### src/rtl/tone_scheduler_pkg.sv
// Shared types and constants for the tone scheduler slice.
package tone_pkg;

    localparam int unsigned CLK_HZ = 50_000_000;

    typedef enum logic [1:0] {
        IDLE,
        PLAY,
        GAP
    } tone_state_t;

    typedef enum logic {
        REQ_SFX = 1'b0,
        REQ_MEL = 1'b1
    } req_id_t;

endpackage

### src/rtl/tone_scheduler_tick_gen.sv
// Prescaler emitting a one-cycle tick every TICK_DIV clocks.
// restart_i zeroes the prescaler so the first tick lands TICK_DIV cycles later.
module tick_gen
    import tone_pkg::*;
#(
    parameter int unsigned TICK_DIV = 50000
) (
    input  logic clk_i,
    input  logic rst_ni,
    input  logic restart_i,
    output logic tick_o
);

    localparam int unsigned PW = (TICK_DIV > 1) ? $clog2(TICK_DIV) : 1;
    localparam logic [PW-1:0] LAST = PW'(TICK_DIV - 1);

    logic [PW-1:0] cnt_q, cnt_d;

    assign tick_o = !restart_i && (cnt_q == LAST);

    // Next prescaler value: restart wins, otherwise wrap at LAST.
    always_comb begin
        cnt_d = cnt_q;
        if (restart_i) begin
            cnt_d = '0;
        end else if (cnt_q == LAST) begin
            cnt_d = '0;
        end else begin
            cnt_d = cnt_q + PW'(1);
        end
    end

    // Prescaler register.
    always_ff @(posedge clk_i or negedge rst_ni) begin
        if (!rst_ni) begin
            cnt_q <= '0;
        end else begin
            cnt_q <= cnt_d;
        end
    end

endmodule

### src/rtl/tone_scheduler.sv
// Arbitrates the tone divider between the sfx and melody requesters.
// Fixed priority to sfx; each note plays for dur ticks then a silent gap.
// Optional macro TONE_SCHEDULER_PREEMPT_EN lets an sfx request cut a
// melody note short.
module tone_scheduler
    import tone_pkg::*;
#(
    parameter int unsigned TICK_DIV  = 50000,
    parameter int unsigned GAP_TICKS = 20,
    parameter int unsigned DUR_W     = 16
) (
    input  logic             clk_i,
    input  logic             reset_i,
    input  logic             sfx_valid_i,
    input  logic [31:0]      sfx_divisor_i,
    input  logic [DUR_W-1:0] sfx_dur_i,
    output logic             sfx_ready_o,
    input  logic             mel_valid_i,
    input  logic [31:0]      mel_divisor_i,
    input  logic [DUR_W-1:0] mel_dur_i,
    output logic             mel_ready_o,
    output logic [31:0]      divisor_out_o,
    output logic             tone_en_o,
    output logic             busy_o,
    output logic             grant_id_o,
    output logic             done_o,
    output logic             aborted_o
);

    localparam logic [DUR_W-1:0] GAP_LD = DUR_W'(GAP_TICKS);
    localparam logic [DUR_W-1:0] ONE    = DUR_W'(1);

    tone_state_t      state_q;
    req_id_t          grant_q;
    logic [31:0]      div_q;
    logic             tone_q;
    logic             done_q;
    logic [DUR_W-1:0] cnt_q;

    logic             idle;
    logic             sfx_hs;
    logic             mel_hs;
    logic             accept;
    logic             tick;
    logic [31:0]      req_div;
    logic [DUR_W-1:0] req_dur;
    req_id_t          req_id;

    assign idle = (state_q == IDLE);

`ifdef TONE_SCHEDULER_PREEMPT_EN
    logic preempt_ok;
    logic abort_pulse;

    // A melody note in PLAY or GAP can be displaced by sfx.
    assign preempt_ok  = !idle && (grant_q == REQ_MEL);
    assign sfx_ready_o = idle || preempt_ok;
    // Only a cut during PLAY reports done; a GAP cut already had its done.
    assign abort_pulse = sfx_hs && preempt_ok && (state_q == PLAY);
    assign done_o      = done_q || abort_pulse;
    assign aborted_o   = abort_pulse;
`else
    assign sfx_ready_o = idle;
    assign done_o      = done_q;
    assign aborted_o   = 1'b0;
`endif

    assign mel_ready_o   = idle && !sfx_valid_i;
    assign sfx_hs        = sfx_valid_i && sfx_ready_o;
    assign mel_hs        = mel_valid_i && mel_ready_o;
    assign accept        = sfx_hs || mel_hs;

    assign busy_o        = !idle;
    assign divisor_out_o = div_q;
    assign tone_en_o     = tone_q;
    assign grant_id_o    = grant_q;

    // Select the winning request fields.
    always_comb begin
        req_div = mel_divisor_i;
        req_dur = mel_dur_i;
        req_id  = REQ_MEL;
        if (sfx_hs) begin
            req_div = sfx_divisor_i;
            req_dur = sfx_dur_i;
            req_id  = REQ_SFX;
        end
    end

    // Prescaler restarts on every accept so PLAY lasts exactly dur*TICK_DIV.
    tick_gen #(
        .TICK_DIV (TICK_DIV)
    ) u_tick_gen (
        .clk_i     (clk_i),
        .rst_ni    (reset_i),
        .restart_i (accept),
        .tick_o    (tick)
    );

    // Scheduler FSM with registered outputs; the tick counter counts down.
    always_ff @(posedge clk_i or negedge reset_i) begin
        if (!reset_i) begin
            state_q <= IDLE;
            grant_q <= REQ_SFX;
            div_q   <= '0;
            tone_q  <= 1'b0;
            done_q  <= 1'b0;
            cnt_q   <= '0;
        end else begin
            done_q <= 1'b0;
            if (accept) begin
                grant_q <= req_id;
                div_q   <= req_div;
                if (req_dur != '0) begin
                    state_q <= PLAY;
                    cnt_q   <= req_dur;
                    tone_q  <= (req_div != '0);
                end else begin
                    tone_q <= 1'b0;
                    done_q <= 1'b1;
                    if (GAP_TICKS != 0) begin
                        state_q <= GAP;
                        cnt_q   <= GAP_LD;
                    end else begin
                        state_q <= IDLE;
                        cnt_q   <= '0;
                    end
                end
            end else begin
                case (state_q)
                    PLAY: begin
                        if (tick) begin
                            if (cnt_q == ONE) begin
                                // Divisor held so the divider keeps running.
                                tone_q <= 1'b0;
                                done_q <= 1'b1;
                                if (GAP_TICKS != 0) begin
                                    state_q <= GAP;
                                    cnt_q   <= GAP_LD;
                                end else begin
                                    state_q <= IDLE;
                                    cnt_q   <= '0;
                                end
                            end else begin
                                cnt_q <= cnt_q - ONE;
                            end
                        end
                    end
                    GAP: begin
                        if (tick) begin
                            if (cnt_q == ONE) begin
                                state_q <= IDLE;
                                cnt_q   <= '0;
                            end else begin
                                cnt_q <= cnt_q - ONE;
                            end
                        end
                    end
                    default: begin
                        state_q <= IDLE;
                    end
                endcase
            end
        end
    end

endmodule

### config.mk
export PLATFORM = sky130hd
export DESIGN_NAME = tone_scheduler
export DESIGN_NICKNAME = d
export VERILOG_FILES = /design/src/rtl/tone_scheduler_pkg.sv /design/src/rtl/tone_scheduler_tick_gen.sv /design/src/rtl/tone_scheduler.sv
export SDC_FILE = /design/constraint.sdc
export NUM_CORES = 1
export LEC_CHECK = 0
export CORE_UTILIZATION = 41
export DETAILED_ROUTE_END_ITERATION = 10
export GPL_TIMING_DRIVEN = 1
export PLACE_DENSITY_LB_ADDON = 0.08
export SLEW_MARGIN = 40
export SYNTH_ARGS = -nofsm -noshare
export SYNTH_HDL_FRONTEND = slang
export SYNTH_SLANG_ARGS = --single-unit
### constraint.sdc
create_clock -name clk_i -period 2 [get_ports clk_i]
set_input_delay 0.5 -clock clk_i [delete_from_list [all_inputs] [get_ports clk_i]]
set_output_delay 0.5 -clock clk_i [all_outputs]
set_load 0.01 [all_outputs]
=== Yosys cells after proc, flatten, opt, wreduce, memory -nomap -nowiden ===
Cells that the tools add are included.

* Bits in registers: 69
* Bits of input ports: 100
* Output and inout port bits: 39
* Word-level logic and storage cells: 64

* Add/subtract/negate cells: 2
* Equality and inequality tests: 8
* Multiplexer cells: 29
* Reductions and logical operators: 18

{| class="wikitable"
|+ Operators by type and width
! operator !! number
|-
| 2-to-1 mux 16 bit || 9
|-
| 2-to-1 mux 32 bit || 1
|-
| one-hot mux 16 bit (2 select lines) || 1
|-
| nonzero test 32 bit || 1
|-
| adder 16 x 1 -> 16 bit (second input constant) || 1
|-
| == test 16 x 1 -> 1 bit (second input constant) || 1
|-
| == test 16 bit (second input constant) || 1
|-
| nonzero test 16 bit || 1
|-
| subtractor 16 x 1 -> 16 bit (second input constant) || 1
|-
| 2-to-1 mux 2 bit || 6
|-
| != test 3 x 2 -> 1 bit (second input constant) || 4
|-
| 2-to-1 mux 1 bit || 11
|-
| AND reduction 3 bit || 2
|-
| nonzero test 2 bit || 3
|-
| logical AND 1 bit || 4
|-
| one-hot mux 2 bit (2 select lines) || 1
|-
| AND reduction 4 bit || 1
|-
| logical NOT 1 bit || 3
|-
| nonzero test 3 bit || 1
|-
| == test 2 x 1 -> 1 bit (second input constant) || 1
|-
| == test 2 bit (second input constant) || 1
|-
| logical NOT 2 bit || 1
|-
| logical OR 1 bit || 1
|}

=== Longest topological paths before layout ===
Gate-level depths: netlist of the first run.

* Depth in word-level cells: 9
* Depth in mapped cells: 7
* Mapped depth without buffers: 7

=== Modules after synthesis ===
Synthesis of the first run repeated with hierarchy kept, for this count alone.

* Cell total of the unflattened synthesis: 470
* Area total of the unflattened synthesis: 3885.0 um^2

{| class="wikitable"
|+ By module, submodules not included
! module !! instances !! cells an instance !! area each (um^2) !! seq. area each (um^2)
|-
| tone_scheduler || 1 || 389 || 3090.5 || 1326.3
|-
| tick_gen || 1 || 81 || 794.5 || 400.4
|}

=== Worst setup path before layout of the first run ===
OpenSTA, ideal clock, no wires.

* Path type: register -> register
* Start: register cnt_q[2]
* End: register cnt_q[10]
* Library setup time: 0.124 ns
* Data arrival time: 2.005 ns
* Required time: 1.876 ns
* Slack: -0.129 ns
* Cell stages (with the launch flop): 7
* Path buffers: 1
* Clock period less this slack: 2.129 ns
* Cells stage by stage: dfrtp_1 > or3_1 > or4b_1 > buf_6 > o21a_4 > a21o_1 > a211o_1

* Cells in the longest elaborated chain, start to end: 5
* Elaborated cells on any way between the ends: 8
* Classes of those cells: 1 x add/sub; 1 x eq/ne; 6 x mux

{| class="wikitable"
|+ RTL lines
! what !! line !! source
|-
| from (decl) || tone_scheduler.sv:38 || <nowiki>logic [DUR_W-1:0] cnt_q;</nowiki>
|-
| from (signal assigned) || tone_scheduler.sv:116 || <nowiki>cnt_q <= req_dur;</nowiki>
|-
| from (signal assigned) || tone_scheduler.sv:145 || <nowiki>cnt_q <= cnt_q - ONE;</nowiki>
|-
| from (signal assigned) || tone_scheduler.sv:155 || <nowiki>cnt_q <= cnt_q - ONE;</nowiki>
|-
| subtractor 16 x 1 -> 16 bit or == test 16 x 1 -> 1 bit (tied branches) || -- ||
|-
| 2-to-1 mux 16 bit, on equally long branches || tone_scheduler.sv:151, tone_scheduler.sv:133 ||
|-
| 2-to-1 mux 16 bit, on equally long branches || tone_scheduler.sv:150, tone_scheduler.sv:132 ||
|-
| one-hot mux 16 bit (2 select lines) * || tone_scheduler.sv:130 || <nowiki>case (state_q)</nowiki>
|-
| 2-to-1 mux 16 bit * || tone_scheduler.sv:111 || <nowiki>if (accept) begin</nowiki>
|}

Mark *: on every way between the ends. The rest lies on a longest branch, timed or not. The select of a mux whose other input is x is not followed.
A chain may end at the register's enable or synchronous reset.

=== Final worst setup path of the first run ===
* Start: register cnt_q[4]
* End: register tone_q, in the netlist tone_en_o

* Cells in the longest elaborated chain, start to end: 3

{| class="wikitable"
|+ RTL lines
! what !! line !! source
|-
| == test 16 x 1 -> 1 bit || tone_scheduler.sv:133 || <nowiki>if (cnt_q == ONE) begin</nowiki>
|-
| nonzero test 2 bit (no source line) || -- ||
|-
| AND reduction 3 bit (no source line) || -- ||
|-
| to (signal assigned) || tone_scheduler.sv:117 || <nowiki>tone_q <= (req_div != '0);</nowiki>
|-
| to (decl) || tone_scheduler.sv:36 || <nowiki>logic tone_q;</nowiki>
|}

Every way passes these cells.

==> impl_metrics.csv, run 1 <==
group,metric,value,unit
die,rows,35,
finish,fin_area,0.00626,mm2
sta,rsz0062_at_grt,"true",
detailed_routing,ant_nets,0,
synth,synth_edf_count,0,
cts,clk_pin_slew,0.08,ns
run,cap_violations,0,
synth,synth_seq_cells,69,
min_path,hp-class,"in2async",
synth,synthCells,467,
cts,cts_made_buffers,9,
synth,synth_cell_types,55,
global_route,grt_pass1_vias,4361,
finish,multi_input_comb_area,0.00214,mm2
sta,fmax,0.473,GHz
global_route,grt_max_degree,70,
power_and_ir_drop,p_seq_share,37.9,%
power_and_ir_drop,power.internal,3850,uW
power_and_ir_drop,ir_drop,0.524,mV
die,core_area,0.00924,mm2
critical_path,critPathTopFamily,"simple AND/OR/NAND/NOR gates",
critical_path,r2r.worst_path.cells,7,
detailed_routing,wl_per_cell,15.5,um
critical_path,crit_type,"reg2reg",
critical_path,startpoint,"cnt_q[4]",
cts,cts_tree,"done",
power_and_ir_drop,leakage,0.00261,uW
sta,whs,0.143,ns
synth,avgSynthCellArea,8.36,um2
synth,synth_seq_area_share,44.2,%
critical_path,crit_path_max_incr_delay,0.55,ns
synth,synth-main-ff-cell,"dfrtp_1",
critical_path,required,2.24,ns
die,die_h,99.6,um
placed_design,io_buffers,137,
cts,clk_latency,0.35,ns
detailed_routing,drc,0,
power_and_ir_drop,p_sw,2060,uW
synth,yosysWarnings,0,
detailed_routing,num_vias,4340,
synth,synthesis.area,0.00390,mm2
global_route,grt_pass1_wl,20300,um
outcome,violations,"setup timing",
outcome,status,"finished with violations",
finish,num_antenna_cells,0,
placed_design,dp_cells,783,
critical_path,crit_end,"tone_en_o",
power_and_ir_drop,pwr-share-comb,43.9,%
die,start_util,42.2,%
cts,cts_htree_levels,3,
finish,drive_gt1_share,18.8,%
finish,finalNetCount,773,
cts,clockBufferDepth,2,
sta,post-route-period-util,106,%
power_and_ir_drop,power_density,944,mW/mm2
global_route,grt_usage,26.0,%
detailed_routing,finalWirelength,12400,um
sta,post-route-min-period,2.12,ns
sta,hold_violations,0,
placed_design,routabilityCongestion,0.861,
detailed_routing,viasPerCell,5.40,
power_and_ir_drop,power_frac_clock,18.2,%
global_route,grt_antenna_before_repair,0,
placed_design,place_area,0.00594,mm2
critical_path,path_buf_inv,2,
critical_path,crit_cells,7,
critical_path,worst_setup_path_end_kind,"register",
critical_path,crit_path_frequent_cell,"buf_4",
sta,fin_setup_tns,-0.783,ns
critical_path,path_max_fanout,5,
finish,syn2layout_area_growth,60.4,%
die,die_x,99.6,um
global_route,gr-total-overflow,0,
critical_path,critPathLaunchType,"register",
die,pin_count,139,
finish,seq_area,0.00173,mm2
critical_path,path_cells,"or3_4, or4b_4, buf_4, nor3_2, buf_4, nand2_2, a31o_1",
critical_path,crit_arrival,2.35,ns
sta,skew,0.0104,ns
synth,syn_nets,570,
finish,finalNonFillerCells,804,
die,dieArea,0.00992,mm2
power_and_ir_drop,swShare,34.9,%
critical_path,rr_startpoint,"cnt_q[4]",
cts,clock_sinks,69,
finish,nFillCells,784,
cts,cts_root_buf,"clkbuf_8",
power_and_ir_drop,finalPower,5910,uW
sta,final-max-slew-violation-count,0,
critical_path,r2r_setup_slack,-0.12,ns
sta,setup_violations,14,
placed_design,post-dp-hpwl,9500,um
critical_path,r2r-end,"tone_en_o",
detailed_routing,dr.pass1.iters,4,
detailed_routing,first_iter_violations,143,
synth,synth-async-reset-ratio,100,%
critical_path,cp_slowest_cell,"or4b_4",
sta,layout_setup_ws,-0.115,ns
-- power by group through the flow --
stage / clock (uW) / combinational (uW) / sequential (uW)
floorplan: 0 / 884 / 2420
CTS: 1100 / 2580 / 2240
detailed placement: 0 / 2560 / 2250
finish: 1070 / 2600 / 2240
global placement: 0 / 2510 / 2250
global route: 1160 / 2830 / 2300
-- synthesized netlist by cell type, types with 6 or more instances --
cell type | count | area share [%]
a21o_1 | 6 | 1.2
a21oi_1 | 12 | 1.5
a31oi_1 | 33 | 5.3
clkbuf_1 | 18 | 1.7
dfrtp_1 | 69 | 44
inv_1 | 8 | 0.77
mux2i_1 | 8 | 2.1
nand2_1 | 92 | 8.8
nand3_1 | 7 | 0.90
nand4_1 | 14 | 2.2
nor2_1 | 60 | 5.8
nor3_1 | 11 | 1.4
nor4_1 | 25 | 4.0
o21ai_0 | 18 | 2.3
or3_1 | 7 | 1.1
xnor2_1 | 6 | 1.3
-- per-layer routing --
layer | GRT usage (%) | up-vias | share of wire (%)
li1 | - | 2104 | -
met1 | 31.6 | 2053 | 41
met2 | 42.9 | 152 | 49
met3 | 7.73 | 31 | 7.7
met4 | 10.9 | 0 | 2.5
met5 | 0 | - | 0
-- logic make-up (layout without fill, tap and decap cells) --
kind of cell / Yosys count / count (layout) / synth area share [%]
multiplexers: 11 / 11 / 2.92
adder cells (fa/ha/maj): 3 / 3 / 0.962
AO/OA/AOI/OAI: 99 / 99 / 16.9
other: 1 / 1 / 0.0961
buffers and inverters: 32 / 240 / 3.37
flip-flops: 69 / 69 / 44.2
XOR/XNOR: 10 / 10 / 2.24
AND/OR/NAND/NOR: 242 / 242 / 29.3
-- per-stage QoR --
step,utilization [%],setup WS [ns]
3_3_place_gp,64.3,-0.282
6_report,67.8,-0.115
2_1_floorplan,-,-0.114
5_1_grt,67.8,-0.175
4_1_cts,67.1,-0.127
3_5_place_dp,64.3,-0.365
-- placed cells by master (no fill, tap or decap), drive strengths merged, types with 7 or more instances in the layout --
master,instances
buf,80
clkdlybuf4s50,133
a31oi,33
nor3,11
dfrtp,69
nand2,92
inv,11
o21ai,22
nand4,14
clkbuf,9
mux2i,8
a21oi,12
nor2,60
or3,7
nor4,26
nand3,7
-- final cells by class --
cell class | count | share of cell area [%]
well taps | 129 | 2.58
multi-input cells | 366 | 34.2
flip-flops and latches | 69 | 27.6
inverters | 8 | 0.480
repair buffers | 216 | 32.3
clock buffers | 9 | 1.98
clock inverters | 7 | 0.919
-- state kept, by name, summed over array words and instances, names as in the netlist --
| register | cells |
|---|---|
| grant_id_o | 1 |
| state_q | 2 |
| done_o | 1 |
| cnt_q | 16 |
| tone_en_o | 1 |
| u_tick_gen.cnt_q | 16 |
| divisor_out_o | 32 |
-- how the worst min path moves through the flow --
| stage | startpoint | cells past startpoint | to | slack [ns] |
|---|---|---|---|---|
| 2_1_floorplan | reset_i | 0 | cnt_q[0] | 0.20 |
| 5_1_grt | reset_i | 2 | u_tick_gen.cnt_q[12] | 0.19 |
| 6_report | reset_i | 2 | u_tick_gen.cnt_q[12] | 0.14 |
| 3_5_place_dp | u_tick_gen.cnt_q[0] | 1 | u_tick_gen.cnt_q[0] | 0.45 |
| 3_3_place_gp | u_tick_gen.cnt_q[0] | 1 | u_tick_gen.cnt_q[0] | 0.44 |
| 4_1_cts | reset_i | 2 | divisor_out_o[1] | 0.17 |
-- what timing repair did --
| item | CTS | global route |
|---|---|---|
| pin swaps | 6 | 4 |
| hold buffers | 0 | 0 |
| endpoints found under the hold margin | 0 | 0 |
| setup endpoints to repair | 20 | 21 |
| resized for setup | 15 | 16 |
| buffers inserted | 3 | 2 |
Power figures use the tool's default switching activity.
==> run 2, diff against run 1 <==
--- a/config.mk
+++ b/config.mk
@@ -6,9 +6,11 @@
 export NUM_CORES = 1
 export LEC_CHECK = 0
 export CORE_UTILIZATION = 41
+export CTS_CLUSTER_DIAMETER = 100
 export DETAILED_ROUTE_END_ITERATION = 10
 export GPL_TIMING_DRIVEN = 1
 export PLACE_DENSITY_LB_ADDON = 0.08
+export REMOVE_ABC_BUFFERS = 1
 export SLEW_MARGIN = 40
 export SYNTH_ARGS = -nofsm -noshare
 export SYNTH_HDL_FRONTEND = slang
==> run 2 against run 1 <==
Compared with the run above: the flow still finishes with violations (setup timing); sequential power about the same; via count is 1.2% lower; clock-buffer cell count is 2 higher; worst hold slack improved by 0.019 ns; total power grew 0.88%; non-clock buffer count fell by 7; setup slack worse by 0.024 ns; wire length shrank 0.31%; first-iteration DRC count fell by 2.8%; fmax is 1.1% lower; sequential cell count unchanged; clock power is 6% higher; critical path type unchanged; critical endpoint is now cnt_q[10]; largest power group unchanged.
==> impl_metrics.csv, run 2 (synthesis gave the netlist of run 1 again) <==
group,metric,value,unit
die,die_h,99.6,um
finish,nFillCells,790,
critical_path,worst_setup_path_end_kind,"register",
die,core_area,0.00924,mm2
detailed_routing,wl_met2,6010,um
global_route,grt_max_degree,70,
die,pin_count,139,
finish,largest_reg_flops,32,
detailed_routing,highest_layer,"met4",
sta,setup_violations,12,
die,start_util,42.2,%
cts,clk_pin_slew,0.08,ns
outcome,violations,"setup timing",
global_route,grt_pass1_wl,20100,um
placed_design,post-dp-hpwl,9270,um
finish,drive_gt1_share,17.7,%
critical_path,path_max_fanout,5,
sta,post-route-period-util,107,%
global_route,grt_antenna_before_repair,0,
critical_path,crit_type,"reg2reg",
finish,seq_area,0.00173,mm2
power_and_ir_drop,finalPower,5960,uW
die,die_x,99.6,um
detailed_routing,viasPerCell,5.38,
run,cap_violations,0,
detailed_routing,ant_nets,0,
die,dieArea,0.00992,mm2
cts,cts_tree,"done",
sta,hold_violations,0,
die,rows,35,
sta,fmax,0.467,GHz
outcome,status,"finished with violations",
finish,layout_common_cells,"clkdlybuf4s50_1 (132), nand2_1 (90), dfrtp_1 (69)",
detailed_routing,wl_per_cell,15.6,um
detailed_routing,first_iter_violations,139,
finish,layout_commonest_cell,"clkdlybuf4s50_1",
sta,rsz0062_at_grt,"true",
cts,clk_latency,0.35,ns
power_and_ir_drop,ir_drop,0.674,mV
sta,post-route-min-period,2.14,ns
critical_path,critPathLaunchType,"register",
min_path,hp-class,"in2async",
critical_path,startpoint,"cnt_q[4]",
critical_path,required,2.24,ns
critical_path,rr_startpoint,"cnt_q[4]",
finish,syn2layout_area_growth,60.0,%
global_route,grt_usage,25.7,%
detailed_routing,dr.pass1.iters,4,
detailed_routing,wl_met1,5530,um
detailed_routing,finalWirelength,12400,um
cts,cts_htree_levels,3,
placed_design,io_buffers,137,
sta,final-max-slew-violation-count,0,
cts,ctsHoldBuffers,0,
finish,finalNetCount,766,
cts,clockBufferDepth,2,
cts,cts_made_buffers,9,
global_route,gr-total-overflow,0,
placed_design,routabilityCongestion,0.910,
cts,clock_sinks,69,
detailed_routing,num_vias,4290,
sta,skew,0.0114,ns
finish,num_antenna_cells,0,
power_and_ir_drop,power_density,955,mW/mm2
finish,fin_util,67.6,%
detailed_routing,wl_met3,705,um
cts,cts_root_buf,"clkbuf_8",
detailed_routing,drc,0,
global_route,grt_pass1_vias,4210,
sta,layout_setup_ws,-0.139,ns
finish,multi_input_comb_area,0.00214,mm2
power_and_ir_drop,leakage,0.00259,uW
critical_path,crit_arrival,2.38,ns
[run 2: final timing paths]
check	to	slack, ns	depth (start not counted)
worst min-delay path	u_tick_gen.cnt_q[5]	0.16	2
worst min register to register	u_tick_gen.cnt_q[0]	0.46	1
max in group asynchronous	divisor_out_o[11]	1.53	2
worst max-delay path	cnt_q[10]	-0.14	5
min in group clk_i	u_tick_gen.cnt_q[0]	0.46	1
worst max register to register	cnt_q[10]	-0.14	5
[run 2: through the flow]
stage	cell area [um2]	setup WS (ns)	setup TNS, ns	hold WS, ns	cells
2_1_floorplan	3800	-0.932	-21.58	0.204	443
3_3_place_gp	5910	-0.409	-8.47	0.437	776
3_5_place_dp	5910	-0.462	-9.48	0.457	776
4_1_cts	6170	-0.117	-0.745	0.173	796
5_1_grt	6250	-0.195	-2.02	0.193	797
6_report	6250	-0.139	-0.923	0.162	797
[run 2: per-layer routing]
metal  track usage, %  vias to the layer above
met4             7.92                        0
met1             34.5                     2057
met5                0                        -
met3             4.22                       18
met2             42.6                      136
li1                 -                     2079
[run 2: power breakdown]
group          switching (uW)  total (uW)  internal [uW]
logic                    1100        2570           1470
registers                 347        2270           1920
clock network             527        1130            602
[run 2: worst max-delay path, cell delays in order (launching register included)]
cell and delay (ns):
dfrtp_1 0.38, or3_4 0.40, or4b_4 0.56, o21a_4 0.26, a21o_1 0.15, a211o_1 0.28
[run 2: layout make-up]
class	count	area share (%)
clock buffers	11	2.26
clock inverters	5	0.801
inverters	8	0.481
multi-input cells	366	34.3
flip-flops and latches	69	27.6
well taps	129	2.58
repair buffers	209	31.9
[run 2: timing repair]
item / CTS / global route
setup buffers: 4 / 1
endpoints found under the setup margin: 21 / 19
gates resized for setup: 13 / 16
pin swaps: 5 / 5
==> run 3, diff against run 2 <==
--- a/config.mk
+++ b/config.mk
@@ -5,9 +5,10 @@
 export SDC_FILE = /design/constraint.sdc
 export NUM_CORES = 1
 export LEC_CHECK = 0
-export CORE_UTILIZATION = 41
+export CORE_UTILIZATION = 57
 export CTS_CLUSTER_DIAMETER = 100
 export DETAILED_ROUTE_END_ITERATION = 10
+export DONT_BUFFER_PORTS = 1
 export GPL_TIMING_DRIVEN = 1
 export PLACE_DENSITY_LB_ADDON = 0.08
 export REMOVE_ABC_BUFFERS = 1
==> run 3 against run 2 <==
Compared with the run above: the flow finishes with violations (DRC, hold timing, setup timing); wire length decreased by 10%; worst hold slack lost 0.31 ns; clock skew hardly changed; total power decreased by 11%; sequential power up 8.8%; critical path type unchanged.
==> impl_metrics.csv, run 3 (synthesis gave the netlist of run 1 again) <==
group,metric,value,unit
outcome,status,"finished with violations",
outcome,violations,"DRC, hold timing, setup timing",
global_route,grt_usage,31.3,%
finish,largest_reg_flops,32,
die,pin_count,139,
sta,layout_setup_ws,-0.131,ns
die,core_area,0.00649,mm2
finish,layout_common_cells,"nand2_1 (90), dfrtp_1 (69), nor2_1 (58)",
finish,syn2layout_area_growth,18.6,%
cts,clockBufferDepth,2,
finish,finalNonFillerCells,588,
detailed_routing,wl_per_cell,18.9,um
global_route,grt_max_degree,70,
critical_path,r2r.worst_path.cells,5,
sta,final-max-slew-violation-count,0,
min_path,hp-class,"in2async",
die,rows,29,
critical_path,required,2.23,ns
sta,whs,-0.149,ns
placed_design,place_area,0.00426,mm2
finish,fin_area,0.00463,mm2
die,die_x,84.8,um
global_route,grt_antenna_before_repair,0,
placed_design,dp_cells,566,
cts,clk_latency,0.34,ns
critical_path,crit_type,"reg2reg",
finish,drive_gt1_share,18.6,%
die,dieArea,0.00718,mm2
sta,setup_violations,14,
sta,rsz0062_at_grt,"true",
placed_design,io_buffers,0,
global_route,grt_pass1_vias,3784,
detailed_routing,viasPerCell,6.53,
placed_design,routabilityCongestion,0.872,
detailed_routing,ant_nets,0,
sta,fmax,0.469,GHz
cts,cts_htree_levels,3,
finish,fin_util,71.3,%
detailed_routing,first_iter_violations,232,
power_and_ir_drop,power_density,1140,mW/mm2
critical_path,path_max_fanout,5,
critical_path,crit_arrival,2.36,ns
cts,clk_pin_slew,0.07,ns
global_route,grt_pass1_wl,17700,um
critical_path,critPathLaunchType,"register",
power_and_ir_drop,leakage,0.00194,uW
sta,post-route-period-util,107,%
cts,cts_made_buffers,9,
die,die_h,84.8,um
detailed_routing,num_vias,3840,
detailed_routing,drc,8,
finish,finalNetCount,610,
power_and_ir_drop,ir_drop,0.577,mV
critical_path,worst_setup_path_end_kind,"register",
detailed_routing,finalWirelength,11100,um
run,cap_violations,0,
sta,hold_violations,69,
sta,skew,0.0116,ns
die,start_util,60.1,%
finish,layout_commonest_cell,"nand2_1",
placed_design,post-dp-hpwl,7900,um
global_route,gr-total-overflow,0,
finish,num_antenna_cells,0,
power_and_ir_drop,finalPower,5300,uW
cts,cts_tree,"done",
cts,clock_sinks,69,
cts,cts_root_buf,"clkbuf_8",
detailed_routing,dr.pass1.iters,8,
sta,post-route-min-period,2.13,ns
[run 3: changes by cell type in the layout (fill, tap and decap cells not counted), moves of 2 or more]
| cell | change |
|---|---|
| buf_12 | -5 |
| buf_4 | -14 |
| bufinv_16 | +2 |
| clkdlybuf4s50_1 | -132 |
| clkinv_2 | -3 |
| dlygate4sd2_1 | -3 |
| nand3_1 | -2 |
| nand3_2 | +2 |
| nor4_1 | +6 |
| nor4_2 | -5 |
[run 3: what timing repair did]
item | in CTS | in global routing
hold endpoints to repair | 69 | 69
resized for setup | 9 | 12
pin swaps | 2 | 2
setup endpoints to repair | 18 | 18
setup buffers | 5 | 2
[run 3: area by class of cell]
type                            instances  area [um2]
Multi-Input combinational cell        366        2120
Clock buffer                            9         124
Tap cell                               77        96.3
Clock inverter                          6         111
Timing Repair Buffer                   53         422
Sequential cell                        69        1730
Inverter                                8        30.0
Fill cell                             527        1870
[run 3: stage by stage]
stage	TNS (ns)	setup slack, ns
5_1_grt	-2.20	-0.272
3_3_place_gp	-1.85	-0.212
3_5_place_dp	-2.66	-0.275
4_1_cts	-0.798	-0.119
2_1_floorplan	-21.58	-0.932
6_report	-0.985	-0.131
[run 3: metal layers]
metal	share of wire (%)	routed length (um)	track usage [%]
met1	41	4600	41.3
met2	49	5450	52.0
met3	7.7	853	6.10
met4	2.1	234	10.8
met5	0	0	0
[run 3: path summary, 6_finish.rpt]
check	start	end	slack [ns]
setup / recovery	cnt_q[4]	cnt_q[10]	-0.13
hold reg to reg	cnt_q[12]	cnt_q[12]	0.50
max in group asynchronous	reset_i	divisor_out_o[1]	2.03
hold / removal	reset_i	u_tick_gen.cnt_q[6]	-0.15
setup reg to reg	cnt_q[4]	cnt_q[10]	-0.13
min in group clk_i	sfx_divisor_i[11]	divisor_out_o[11]	0.29
[run 3: where the power goes]
group          switching, uW  internal, uW
sequential               547          1920
combinational            733           726
clock                    549           824
total                   1830          3470
[run 3: critical path, cell delays in order, from the launching register on]
cell     delay, ns
dfrtp_1       0.39
or3_4         0.40
or4b_4        0.55
o21a_4        0.26
a21o_1        0.15
a211o_1       0.28
